### src/rtl/ioctl_loader_if.sv
// Source byte stream and ioctl write bus of the ROM/data download loader.
// A source byte moves on a rising clk_sys edge where src_valid && src_ready are both high.
// The source may assert src_valid at any time and must hold src_data with it.
// src_ready never depends on src_valid.
interface ioctl_loader_if;
    logic        src_valid;
    logic        src_ready;
    logic [7:0]  src_data;
    logic        ioctl_wait;
    logic        ioctl_download;
    logic        ioctl_wr;
    logic [24:0] ioctl_addr;
    logic [7:0]  ioctl_dout;
    logic [7:0]  ioctl_index;

    modport master (
        input  src_valid, src_data, ioctl_wait,
        output src_ready, ioctl_download, ioctl_wr, ioctl_addr, ioctl_dout, ioctl_index
    );

    modport slave (
        output src_valid, src_data, ioctl_wait,
        input  src_ready, ioctl_download, ioctl_wr, ioctl_addr, ioctl_dout, ioctl_index
    );
endinterface

### src/rtl/ioctl_loader.sv
// Streams a counted run of source bytes through a small FIFO onto the ioctl write bus.
// Writes are spaced by WR_GAP idle cycles, and the download window lingers for TAIL cycles.
module ioctl_loader #(
    parameter int WR_GAP     = 3,
    parameter int TAIL       = 8,
    parameter int FIFO_DEPTH = 4
) (
    input  logic        clk_sys,
    input  logic        reset_n,
    input  logic        start,
    input  logic [7:0]  index,
    input  logic [24:0] length,
    input  logic        abort,
    output logic        busy,
    output logic        done,
    output logic [2:0]  state_o,
    ioctl_loader_if.master bus
);
    localparam int AW = $clog2(FIFO_DEPTH);
    localparam int GW = $clog2(WR_GAP + 1);
    localparam int TW = $clog2(TAIL + 1);
    localparam logic [AW:0]   CNT_FULL = (AW + 1)'(FIFO_DEPTH);
    localparam logic [AW:0]   CNT_ONE  = (AW + 1)'(1);
    localparam logic [AW-1:0] PTR_ONE  = AW'(1);
    localparam logic [GW-1:0] GAP_LAST  = GW'(WR_GAP - 1);
    localparam logic [TW-1:0] TAIL_LAST = TW'(TAIL - 1);

    typedef enum logic [2:0] {S_IDLE, S_SETUP, S_XFER, S_GAP, S_TAIL} state_e;

    state_e          state_q;
    logic [7:0]      fifo_q [FIFO_DEPTH];
    logic [AW-1:0]   wptr_q, rptr_q;
    logic [AW:0]     count_q;
    logic [24:0]     len_q, acc_q, wrn_q;
    logic [GW-1:0]   gap_q;
    logic [TW-1:0]   tail_q;
    logic            wr_q, done_q;
    logic [24:0]     addr_q;
    logic [7:0]      dout_q, index_q;

    logic fill_state, fifo_full, src_ready, push, issue;

    assign fill_state = (state_q == S_SETUP) || (state_q == S_XFER) || (state_q == S_GAP);
    assign fifo_full  = (count_q == CNT_FULL);
    assign src_ready  = fill_state && !fifo_full && (acc_q < len_q);
    assign push       = bus.src_valid && src_ready;
    // A write needs a byte in hand and a quiet downstream; abort cancels it outright.
    assign issue      = (state_q == S_XFER) && (count_q != '0) && !bus.ioctl_wait && !abort;

    always_ff @(posedge clk_sys) begin
        if (push) fifo_q[wptr_q] <= bus.src_data;
    end

    always_ff @(posedge clk_sys) begin
        if (!reset_n) begin
            state_q <= S_IDLE;
            wptr_q  <= '0;
            rptr_q  <= '0;
            count_q <= '0;
            len_q   <= '0;
            acc_q   <= '0;
            wrn_q   <= '0;
            gap_q   <= '0;
            tail_q  <= '0;
            wr_q    <= 1'b0;
            done_q  <= 1'b0;
            addr_q  <= '0;
            dout_q  <= '0;
            index_q <= '0;
        end else begin
            wr_q   <= 1'b0;
            done_q <= 1'b0;
            if (push) begin
                wptr_q <= wptr_q + PTR_ONE;
                acc_q  <= acc_q + 25'd1;
            end
            if (issue) rptr_q <= rptr_q + PTR_ONE;
            case ({push, issue})
                2'b10:   count_q <= count_q + CNT_ONE;
                2'b01:   count_q <= count_q - CNT_ONE;
                default: ;
            endcase

            case (state_q)
                S_IDLE: begin
                    if (start) begin
                        state_q <= S_SETUP;
                        index_q <= index;
                        len_q   <= length;
                        acc_q   <= '0;
                        wrn_q   <= '0;
                        wptr_q  <= '0;
                        rptr_q  <= '0;
                        count_q <= '0;
                    end
                end
                S_SETUP: begin
                    tail_q  <= '0;
                    state_q <= (len_q == 25'd0) ? S_TAIL : S_XFER;
                end
                S_XFER: begin
                    if (issue) begin
                        wr_q    <= 1'b1;
                        addr_q  <= wrn_q;
                        dout_q  <= fifo_q[rptr_q];
                        wrn_q   <= wrn_q + 25'd1;
                        gap_q   <= '0;
                        tail_q  <= '0;
                        state_q <= (wrn_q + 25'd1 == len_q) ? S_TAIL : S_GAP;
                    end
                end
                S_GAP: begin
                    if (gap_q == GAP_LAST) state_q <= S_XFER;
                    else                   gap_q   <= gap_q + GW'(1);
                end
                S_TAIL: begin
                    // The strobe cycle of the final write is not part of the tail.
                    if (!wr_q) begin
                        if (tail_q == TAIL_LAST) begin
                            state_q <= S_IDLE;
                            done_q  <= 1'b1;
                        end else begin
                            tail_q <= tail_q + TW'(1);
                        end
                    end
                end
                default: state_q <= S_IDLE;
            endcase

            if (abort && (state_q != S_IDLE)) begin
                state_q <= S_IDLE;
                wr_q    <= 1'b0;
                done_q  <= 1'b0;
                wptr_q  <= '0;
                rptr_q  <= '0;
                count_q <= '0;
            end
        end
    end

    assign bus.src_ready      = src_ready;
    assign bus.ioctl_download = (state_q != S_IDLE);
    assign bus.ioctl_wr       = wr_q;
    assign bus.ioctl_addr     = addr_q;
    assign bus.ioctl_dout     = dout_q;
    assign bus.ioctl_index    = index_q;
    assign busy               = (state_q != S_IDLE);
    assign done               = done_q;
    assign state_o            = state_q;
endmodule

### src/flat_wrapper.sv
// flat-port wrapper written by rule: the top's interface ports become plain ports
module ioctl_loader_flat 
#(
    parameter int WR_GAP     = 3,
    parameter int TAIL       = 8,
    parameter int FIFO_DEPTH = 4
)
  (clk_sys, reset_n, start, index, length, abort, busy, done, state_o, bus_src_valid, bus_src_data, bus_ioctl_wait, bus_src_ready, bus_ioctl_download, bus_ioctl_wr, bus_ioctl_addr, bus_ioctl_dout, bus_ioctl_index);
  ioctl_loader_if bus_i ();
  input  logic clk_sys;
  input  logic reset_n;
  input  logic start;
  input  logic [7:0] index;
  input  logic [24:0] length;
  input  logic abort;
  output logic busy;
  output logic done;
  output logic [2:0] state_o;
  input wire logic [$bits(bus_i.src_valid)-1:0] bus_src_valid;
  input wire logic [$bits(bus_i.src_data)-1:0] bus_src_data;
  input wire logic [$bits(bus_i.ioctl_wait)-1:0] bus_ioctl_wait;
  output wire logic [$bits(bus_i.src_ready)-1:0] bus_src_ready;
  output wire logic [$bits(bus_i.ioctl_download)-1:0] bus_ioctl_download;
  output wire logic [$bits(bus_i.ioctl_wr)-1:0] bus_ioctl_wr;
  output wire logic [$bits(bus_i.ioctl_addr)-1:0] bus_ioctl_addr;
  output wire logic [$bits(bus_i.ioctl_dout)-1:0] bus_ioctl_dout;
  output wire logic [$bits(bus_i.ioctl_index)-1:0] bus_ioctl_index;
  assign bus_i.src_valid = bus_src_valid;
  assign bus_i.src_data = bus_src_data;
  assign bus_i.ioctl_wait = bus_ioctl_wait;
  assign bus_src_ready = bus_i.src_ready;
  assign bus_ioctl_download = bus_i.ioctl_download;
  assign bus_ioctl_wr = bus_i.ioctl_wr;
  assign bus_ioctl_addr = bus_i.ioctl_addr;
  assign bus_ioctl_dout = bus_i.ioctl_dout;
  assign bus_ioctl_index = bus_i.ioctl_index;
  ioctl_loader #(.WR_GAP(WR_GAP), .TAIL(TAIL), .FIFO_DEPTH(FIFO_DEPTH)) u_core (.clk_sys(clk_sys), .reset_n(reset_n), .start(start), .index(index), .length(length), .abort(abort), .busy(busy), .done(done), .state_o(state_o), .bus(bus_i));
endmodule
### config.mk
export PLATFORM = sky130hd
export DESIGN_NAME = ioctl_loader_flat
export DESIGN_NICKNAME = d
export VERILOG_FILES = /design/src/rtl/ioctl_loader_if.sv /design/src/rtl/ioctl_loader.sv /design/src/flat_wrapper.sv
export SDC_FILE = /design/constraint.sdc
export NUM_CORES = 1
export LEC_CHECK = 0
export CAP_MARGIN = 20
export CORE_MARGIN = 2
export CORE_UTILIZATION = 55
export DETAILED_ROUTE_END_ITERATION = 7
export PLACE_DENSITY = 0.78
export SLEW_MARGIN = 40
export SYNTH_ARGS = -nofsm -noshare
export SYNTH_HDL_FRONTEND = slang
export SYNTH_SLANG_ARGS = --single-unit
### constraint.sdc
create_clock -name clk_sys -period 6 [get_ports clk_sys]
set_input_delay 0.9 -clock clk_sys [delete_from_list [all_inputs] [get_ports clk_sys]]
set_output_delay 0.9 -clock clk_sys [all_outputs]
set_load 0.02 [all_outputs]
== After elaboration in Yosys (flattened, before gate mapping) ==
Memories as Yosys holds them, arrays and structs flattened. A register that Yosys moved wholly into a read port is not among the register bits.
Cells that the tools add are included.

* Bits of input ports: 47
* Output and inout bits: 49
* Memory bits (writable): 32
* Register bits after elaboration: 126
* Memories kept: 1
* Word-level logic and storage cells: 106

* Reductions and logical operators: 29
* Equality and inequality tests: 17
* Add/subtract/negate cells: 8
* Order comparisons: 1
* Bitwise gates (word level): 3
* Muxes and demuxes: 34

{| class="wikitable"
|+ Memory list
! name !! depth !! width !! read ports !! clocked after memory_dff !! write ports !! RTL line !! source
|-
| u_core.fifo_q || 4 || 8 || 1 || 1 || 1 || ioctl_loader.sv:31 || <nowiki>logic [7:0] fifo_q [FIFO_DEPTH];</nowiki>
|}

{| class="wikitable"
|+ Operators by type and width
! operator !! number
|-
| $mux 25 || 5
|-
| $add 25x1->25 const B || 2
|-
| $pmux 25 s2 || 1
|-
| $mux 3 || 9
|-
| $eq 25x25->1 || 1
|-
| $logic_not 25->1 || 1
|-
| $lt 25x25->1 || 1
|-
| $mux 2 || 8
|-
| $pmux 3 s5 || 1
|-
| $mux 4 || 3
|-
| $pmux 4 s3 || 1
|-
| $ne 2x2->1 const B || 5
|-
| $reduce_bool 3->1 || 3
|-
| $logic_and 1x1->1 || 7
|-
| $add 2x1->2 const B || 3
|-
| $eq 3x2->1 const B || 2
|-
| $eq 3x3->1 const B || 2
|-
| $pmux 3 s2 || 1
|-
| $reduce_and 3->1 || 2
|-
| $reduce_and 5->1 || 1
|-
| $add 4x1->4 const B || 1
|-
| $eq 2x2->1 const B || 2
|-
| $eq 4x3->1 const B || 1
|-
| $logic_not 1->1 || 4
|-
| 16 further kinds || 25
|}

== Longest topological paths before layout ==
Gate-level depths: netlist of run 1.

* Word-level depth: 10
* Depth in mapped cells: 17

== Least setup slack after synthesis of run 1 ==
No wires, ideal clock.

* Kind: input to register
* Start point: input port bus_ioctl_wait
* End point: register u_core.count_q[2]
* Arrival: 3.111 ns
* Setup slack: 2.769 ns
* Stages: 12
* Setup time: 0.120 ns
* Cell sequence: nor3_1 nand3_1 inv_1 clkbuf_1 buf_1 ha_1 inv_1 fa_1 xor2_1 nor2_1 xnor2_1 nor2_1

* Longest elaborated chain between the ends: 7
* Elaborated cells between the ends (all ways): 8

{| class="wikitable"
|+ RTL lines
! item !! RTL line !! source
|-
| from (decl) || flat_wrapper.sv:21 || <nowiki>input wire logic [$bits(bus_i.ioctl_wait)-1:0] bus_ioctl_wait;</nowiki>
|-
| $logic_not 1->1 * || ioctl_loader.sv:48 || <nowiki>assign issue = (state_q == S_XFER) && (count_q != '0) && !bus.ioctl_wait && !abort;</nowiki>
|-
| $logic_and 1x1->1 * (2 in a row) || ioctl_loader.sv:48 ||
|-
| net u_core.issue || ioctl_loader.sv:41 || <nowiki>logic fill_state, fifo_full, src_ready, push, issue;</nowiki>
|-
| $eq 2x1->1 / $eq 2x2->1 (equally long branches) || ioctl_loader.sv:78 || <nowiki>case ({push, issue})</nowiki>
|-
| $pmux 3 s2 * || ioctl_loader.sv:78 ||
|-
| $mux 3 || ioctl_loader.sv:86 || <nowiki>if (start) begin</nowiki>
|-
| $mux 3 * || ioctl_loader.sv:84 || <nowiki>case (state_q)</nowiki>
|-
| to (signal assigned) || ioctl_loader.sv:79 || <nowiki>2'b10: count_q <= count_q + CNT_ONE;</nowiki>
|-
| to (signal assigned) || ioctl_loader.sv:80 || <nowiki>2'b01: count_q <= count_q - CNT_ONE;</nowiki>
|-
| to (decl) || ioctl_loader.sv:33 || <nowiki>logic [AW:0] count_q;</nowiki>
|}

The timed path passes the listed nets; every way through them passes the cells marked *.
A chain may end at the register's enable or synchronous reset.

== Final worst setup path of run 1 ==
* Start point: register u_core.len_q[2]
* End point: output port bus_src_ready

* Longest elaborated chain between the ends: 2

{| class="wikitable"
|+ RTL lines
! item !! RTL line !! source
|-
| from (decl) || ioctl_loader.sv:34 || <nowiki>logic [24:0] len_q, acc_q, wrn_q;</nowiki>
|-
| from (signal assigned) || ioctl_loader.sv:89 || <nowiki>len_q <= length;</nowiki>
|-
| $lt 25x25->1 || ioctl_loader.sv:45 || <nowiki>assign src_ready = fill_state && !fifo_full && (acc_q < len_q);</nowiki>
|-
| $logic_and 1x1->1 || ioctl_loader.sv:45 ||
|-
| to (decl) || flat_wrapper.sv:22 || <nowiki>output wire logic [$bits(bus_i.src_ready)-1:0] bus_src_ready;</nowiki>
|}

No other way between the ends.

==> out/metrics.yaml, run 1 <==
timing:
  slew_viol_final: 0
  rsz0062_at_grt: "no"
  skew_ns: 0.0125
  setup_viol: 0
  worst_slack_ns: 1.86
  slew-limit-headroom_pct: 49.1
  period_minus_slack_ns: 4.14
  hold_viol: 0
  fin_tns_setup_ns: 0
  min_period_over_period_pct: 69.0
  max_freq_mhz: 242
  worstMarginPinSlew_ns: 0.764
clock_network:
  cts_resized: 0
  h-tree-depth: 4
  numCtsBuffers: 17
  clock_path_buffers: 2
  clkLatencyLatePin_ns: 0.44
  numClockSinks: 166
  cts_hold_buf: 0
  cts_root_buffer: "clkbuf_16"
  post_cts_buffers: 0
  clk_pin_slew_ns: 0.07
  cts_tree: "built"
grt:
  grt_pass1_vias: 7183
  grt_max_degree: 73
  grt_usage_pct: 26.7
  overflow: 0
  grt_pass1_wl_um: 35500
  antenna_found_initial: 0
placement:
  gp_congestion: 0.958
  dp.final_hpwl_um: 15000
  place_area_um2: 9640
  portBuffers: 95
  pre_cts_slack_ns: 2.22
die:
  rows: 45
  die-area_um2: 16800
  ios: 96
  core_um2: 15300
  dieHeight_um: 129
  dieWidth_um: 129
  start_util_pct: 56.5
worst_setup_path:
  cp-end-kind: "primary output"
  path_class: "reg -> out"
  cp-start-kind: "flip-flop"
  slowest_stage: "clkdlybuf4s50_1"
  slowest_delay_ns: 0.62
  required_ns: 5.10
  arrival_ns: 3.24
  crit_chain: "inv_1 > ha_1 > a21o_1 > a31oi_1 > o21ai_0 > a221o_1 > o21a_1 > nor2_1 > clkdlybuf4s50_1"
  crit_path_max_fanout: 26
route:
  wl_um: 21800
  drc: 0
  vias_per_cell: 5.86
  first_pass_iters: 5
  wl_per_cell_um: 17.1
  drt_iter0_markers: 624
  num_vias: 7443
  ant_nets: 0
pwr:
  p_leak_nw: 3.56
  ir_drop_mv: 0.290
  cellPowerDensity_nw_per_um2: 294
synthesis:
  yosysSeqAreaShare_pct: 42.1
  ys_ff_latch: 166
  synth_area_per_cell_um2: 8.69
  syn_inst: 996
  yosysWarnings: 0
  synth_fp_nets: 1077
  yosys.cell_types.count: 62
  synth_ff_type: "dfxtp_1"
  synth_edf_count: 32
  async_reset_ff_share_pct: 0
  syn_area_um2: 8660
run_status:
  status: "complete, no violations"
final_layout:
  most-common-layout-cells: "nand2_1, dfxtp_1, clkdlybuf4s50_1, a21boi_0"
  diodes: 0
  final_nets: 1128
  final_common_cell: "nand2_1"
  drive_above_1_share_pct: 5.94
  n_fill_cell: 1294
  finish.instance_area_um2: 10300
  area_growth_pct: 18.5
  post-route-util_pct: 67.0
min_path:
  holdCritPathClass: "reg -> reg"
flow_run:
  cap_violations: 0
[state kept, by name, summed over array words and instances, names as in the netlist]
| name | count |
|---|---|
| u_core.done | 1 |
| u_core.bus.ioctl_addr | 25 |
| u_core.tail_q | 4 |
| u_core.rptr_q | 2 |
| u_core.bus.ioctl_index | 8 |
| u_core.acc_q | 25 |
| u_core.wrn_q | 25 |
| u_core.count_q | 3 |
| u_core.bus.ioctl_wr | 1 |
| u_core.wptr_q | 2 |
| u_core.bus.ioctl_dout | 8 |
| u_core.len_q | 25 |
| u_core.state_o | 3 |
| u_core.fifo_q | 32 |
| u_core.gap_q | 2 |
[per-stage QoR]
stage,hold slack (ns),std cells,total power [mW]
detailed placement,0.457,1239,1.91
finish,0.462,1271,3.02
CTS,0.467,1271,3.03
global route,0.479,1271,3.16
floorplan,0.456,996,1.69
global placement,0.451,1239,1.90
[worst paths after layout]
kind / startpoint / end / slack, ns / cells past startpoint
setup reg to reg: u_core.len_q[14] / u_core.count_q[2] / 2.19 / 16
hold / removal: u_core.bus.ioctl_addr[13] / u_core.bus.ioctl_addr[13] / 0.46 / 2
hold reg to reg: u_core.bus.ioctl_addr[13] / u_core.bus.ioctl_addr[13] / 0.46 / 2
setup / recovery: u_core.len_q[2] / bus_src_ready / 1.86 / 9
[power by group]
part	internal [mW]	leakage, nW	switching [mW]
clock	0.576	0.303	0.548
sequential	1.20	1.37	0.0701
combinational	0.238	1.89	0.390
total	2.01	3.56	1.01
[cells by family after synthesis]
group / synth area share (%)
AND/OR/NAND/NOR: 23.9
AO/OA/AOI/OAI: 16.8
flip-flops: 42.1
buffers and inverters: 5.22
XOR/XNOR: 4.25
adder cells (fa/ha/maj): 5.00
multiplexers: 2.67
[critical path: cells and delay by family, from the launching register on]
kind | cells | cell delay [ns]
and+or+nand+nor | 1 | 0.19
buffers and inverters | 2 | 0.69
adders and majority gates | 1 | 0.29
DFF | 1 | 0.40
AOI/OAI and AO/OA | 5 | 1.24
[cells in the mapped netlist, types with 9 or more instances]
library cell / count / area (µm²)
ha_1: 33 / 413
xnor2_1: 29 / 254
o31ai_1: 22 / 165
inv_1: 41 / 154
o21ai_0: 38 / 190
nor3_1: 17 / 85.1
nor2_1: 45 / 169
nor4_1: 15 / 93.8
or4_1: 23 / 173
and2_1: 14 / 87.6
nand2_1: 180 / 676
xor2_1: 13 / 114
a21boi_0: 72 / 541
and3_1: 15 / 93.8
buf_2: 9 / 45.0
nand4_1: 21 / 131
a21oi_1: 45 / 225
dfxtp_1: 134 / 2680
clkbuf_1: 48 / 180
nand3_1: 26 / 130
nor2b_1: 18 / 113
edfxtp_1: 32 / 961
[final cells by class]
type / count / area, µm² / share of cell area, %
multi-input combinational: 719 / 4580 / 44.6
tap: 211 / 264 / 2.57
clock inverter: 15 / 199 / 1.94
timing repair buffer: 102 / 998 / 9.73
sequential: 166 / 3640 / 35.5
clock buffer: 17 / 425 / 4.15
inverter: 41 / 154 / 1.50
[metal layers]
metal	part of all wire, %	global-route usage, %	wire [µm]
met1	44	34.5	9600
met2	48	44.4	10500
met3	5.5	5.45	1200
met4	2.0	10.1	440
met5	0	0	0
Note: power is estimated with default switching activity, not from simulation.
==> run 2: changes to the inputs <==
clock period = 4.2 ns   (was 6 ns; I/O delays follow)
==> run 2 against run 1 <==
Against the previous run:
- final cell count is 0.24% higher
- die area stayed put
- global-route usage is 0.062 points lower
- via count is 0.55% higher
- critical path type unchanged
- largest power group unchanged
- highest routed layer unchanged
==> out/metrics.yaml, run 2 (synthesized netlist as in run 1, its figures left out) <==
run_status:
  status: "complete, no violations"
placement:
  gp_congestion: 0.909
  dp.final_hpwl_um: 14900
  portBuffers: 95
  dp.cells: 1242
  place_area_um2: 9660
worst_setup_path:
  critical_path.endpoint: "bus_src_ready"
  r2r_slack_ns: 1.00
  r2r_end: "u_core.acc_q[16]"
  crit_path_max_fanout: 28
  required_ns: 3.57
  r2r_cells: 10
  cp-end-kind: "primary output"
  startpoint: "u_core.len_q[18]"
  r2r-start: "u_core.len_q[18]"
  arrival_ns: 2.90
  cp-start-kind: "flip-flop"
  path_class: "reg -> out"
final_layout:
  layout.cells.non_filler: 1274
  final_nets: 1131
  area_growth_pct: 19.2
  most-common-layout-cells: "nand2_1, dfxtp_1, clkdlybuf4s50_1, a21boi_0"
  diodes: 0
  largest_register: "u_core.fifo_q"
  drive_above_1_share_pct: 6.21
  final_common_cell: "nand2_1"
  finish.instance_area_um2: 10300
  largest_reg_flops: 32
timing:
  skew_ns: 0.0147
  setup_viol: 0
  max_freq_mhz: 283
  rsz0062_at_grt: "no"
  hold_viol: 0
  min_period_over_period_pct: 84.0
  slew_viol_final: 0
  fin_tns_setup_ns: 0
  period_minus_slack_ns: 3.53
  worstMarginPinSlew_ns: 0.635
  slew-limit-headroom_pct: 57.6
clock_network:
  cts_tree: "built"
  h-tree-depth: 4
  cts_hold_buf: 0
  cts_resized: 0
  clk_pin_slew_ns: 0.07
  clkLatencyLatePin_ns: 0.44
  post_cts_buffers: 0
  numCtsBuffers: 17
  numClockSinks: 166
  cts_root_buffer: "clkbuf_16"
  clock_path_buffers: 2
route:
  num_vias: 7484
  drt_iter0_markers: 665
  wl_um: 21500
  first_pass_iters: 5
  ant_nets: 0
  vias_per_cell: 5.87
  wl_per_cell_um: 16.9
  drc: 0
pwr:
  ir_drop_mv: 0.334
  seq_power_share_pct: 41.0
  sw_frac_of_total_pct: 32.4
  comb_power_share_pct: 20.6
  switchingPower_mw: 1.43
  p_total_mw: 4.42
  cellPowerDensity_nw_per_um2: 428
  p_leak_nw: 3.59
  p_clk_share_pct: 38.4
  internal_power_mw: 2.99
grt:
  grt_pass1_wl_um: 35100
  grt_pass1_vias: 7056
  grt_max_degree: 71
  antenna_found_initial: 0
  grt_usage_pct: 26.6
  overflow: 0
die:
  rows: 45
  dieHeight_um: 129
  start_util_pct: 56.5
  core_um2: 15300
  dieWidth_um: 129
  die-area_um2: 16800
  ios: 96
min_path:
  holdCritPathClass: "reg -> reg"
flow_run:
  cap_violations: 0
-- run 2: changes by cell type in the layout (fill, tap and decap cells not counted) --
cell       before  now
buf_4           7   10
bufinv_16       0    2
inv_12          2    0
clkinv_8        5    6
inv_6           1    0
-- run 2: metrics by stage --
| stage | hold slack, ns | util, % | setup slack [ns] |
|---|---|---|---|
| CTS | 0.469 | 67.4 | 0.629 |
| global route | 0.484 | 67.4 | 0.431 |
| finish | 0.464 | 67.4 | 0.671 |
| global placement | 0.451 | 63.1 | 1.11 |
| floorplan | 0.456 | - | 1.15 |
| detailed placement | 0.460 | 63.1 | 1.04 |
-- run 2: worst min-delay path by stage --
stage	start	to	slack, ns	cells past startpoint
6_report	u_core.bus.ioctl_index[7]	u_core.bus.ioctl_index[7]	0.46	2
5_1_grt	u_core.bus.ioctl_index[1]	u_core.bus.ioctl_index[1]	0.48	2
4_1_cts	u_core.bus.ioctl_index[7]	u_core.bus.ioctl_index[7]	0.47	2
3_5_place_dp	u_core.bus.ioctl_index[7]	u_core.bus.ioctl_index[7]	0.46	2
3_3_place_gp	u_core.bus.ioctl_index[7]	u_core.bus.ioctl_index[7]	0.45	2
2_1_floorplan	u_core.acc_q[24]	u_core.acc_q[24]	0.46	2
-- run 2: layout make-up --
cell class                 instances  area (µm²)
fill                            1267        4990
multi-input combinational        719        4580
sequential                       166        3640
timing repair buffer             105        1020
clock buffer                      17         425
tap                              211         264
clock inverter                    15         234
inverter                          41         154
-- run 2: power by group through the flow --
stage / sequential (mW) / clock (mW) / combinational, mW
after floorplan: 1.82 / 0 / 0.585
after global placement: 1.84 / 0 / 0.889
after detailed placement: 1.84 / 0 / 0.899
after CTS: 1.81 / 1.72 / 0.906
after global routing: 1.82 / 1.78 / 1.01
final: 1.81 / 1.70 / 0.910
-- run 2: routing by layer --
layer | wire, µm | share of wire [%] | GRT usage (%) | vias to the layer above
met5 | 0 | 0 | 0 | -
met4 | 382 | 1.8 | 8.86 | 0
met3 | 1190 | 5.6 | 5.90 | 35
met2 | 10600 | 49 | 44.8 | 250
met1 | 9320 | 43 | 34.2 | 3565
li1 | - | - | - | 3634
-- run 2: critical path: stages (launching register included) --
cell             delay (ns)
dfxtp_1                0.45
inv_1                  0.10
ha_1                   0.30
a21o_1                 0.16
a21o_1                 0.16
a21oi_1                0.20
o221ai_2               0.13
buf_4                  0.24
nor2_1                 0.11
clkdlybuf4s50_1        0.61
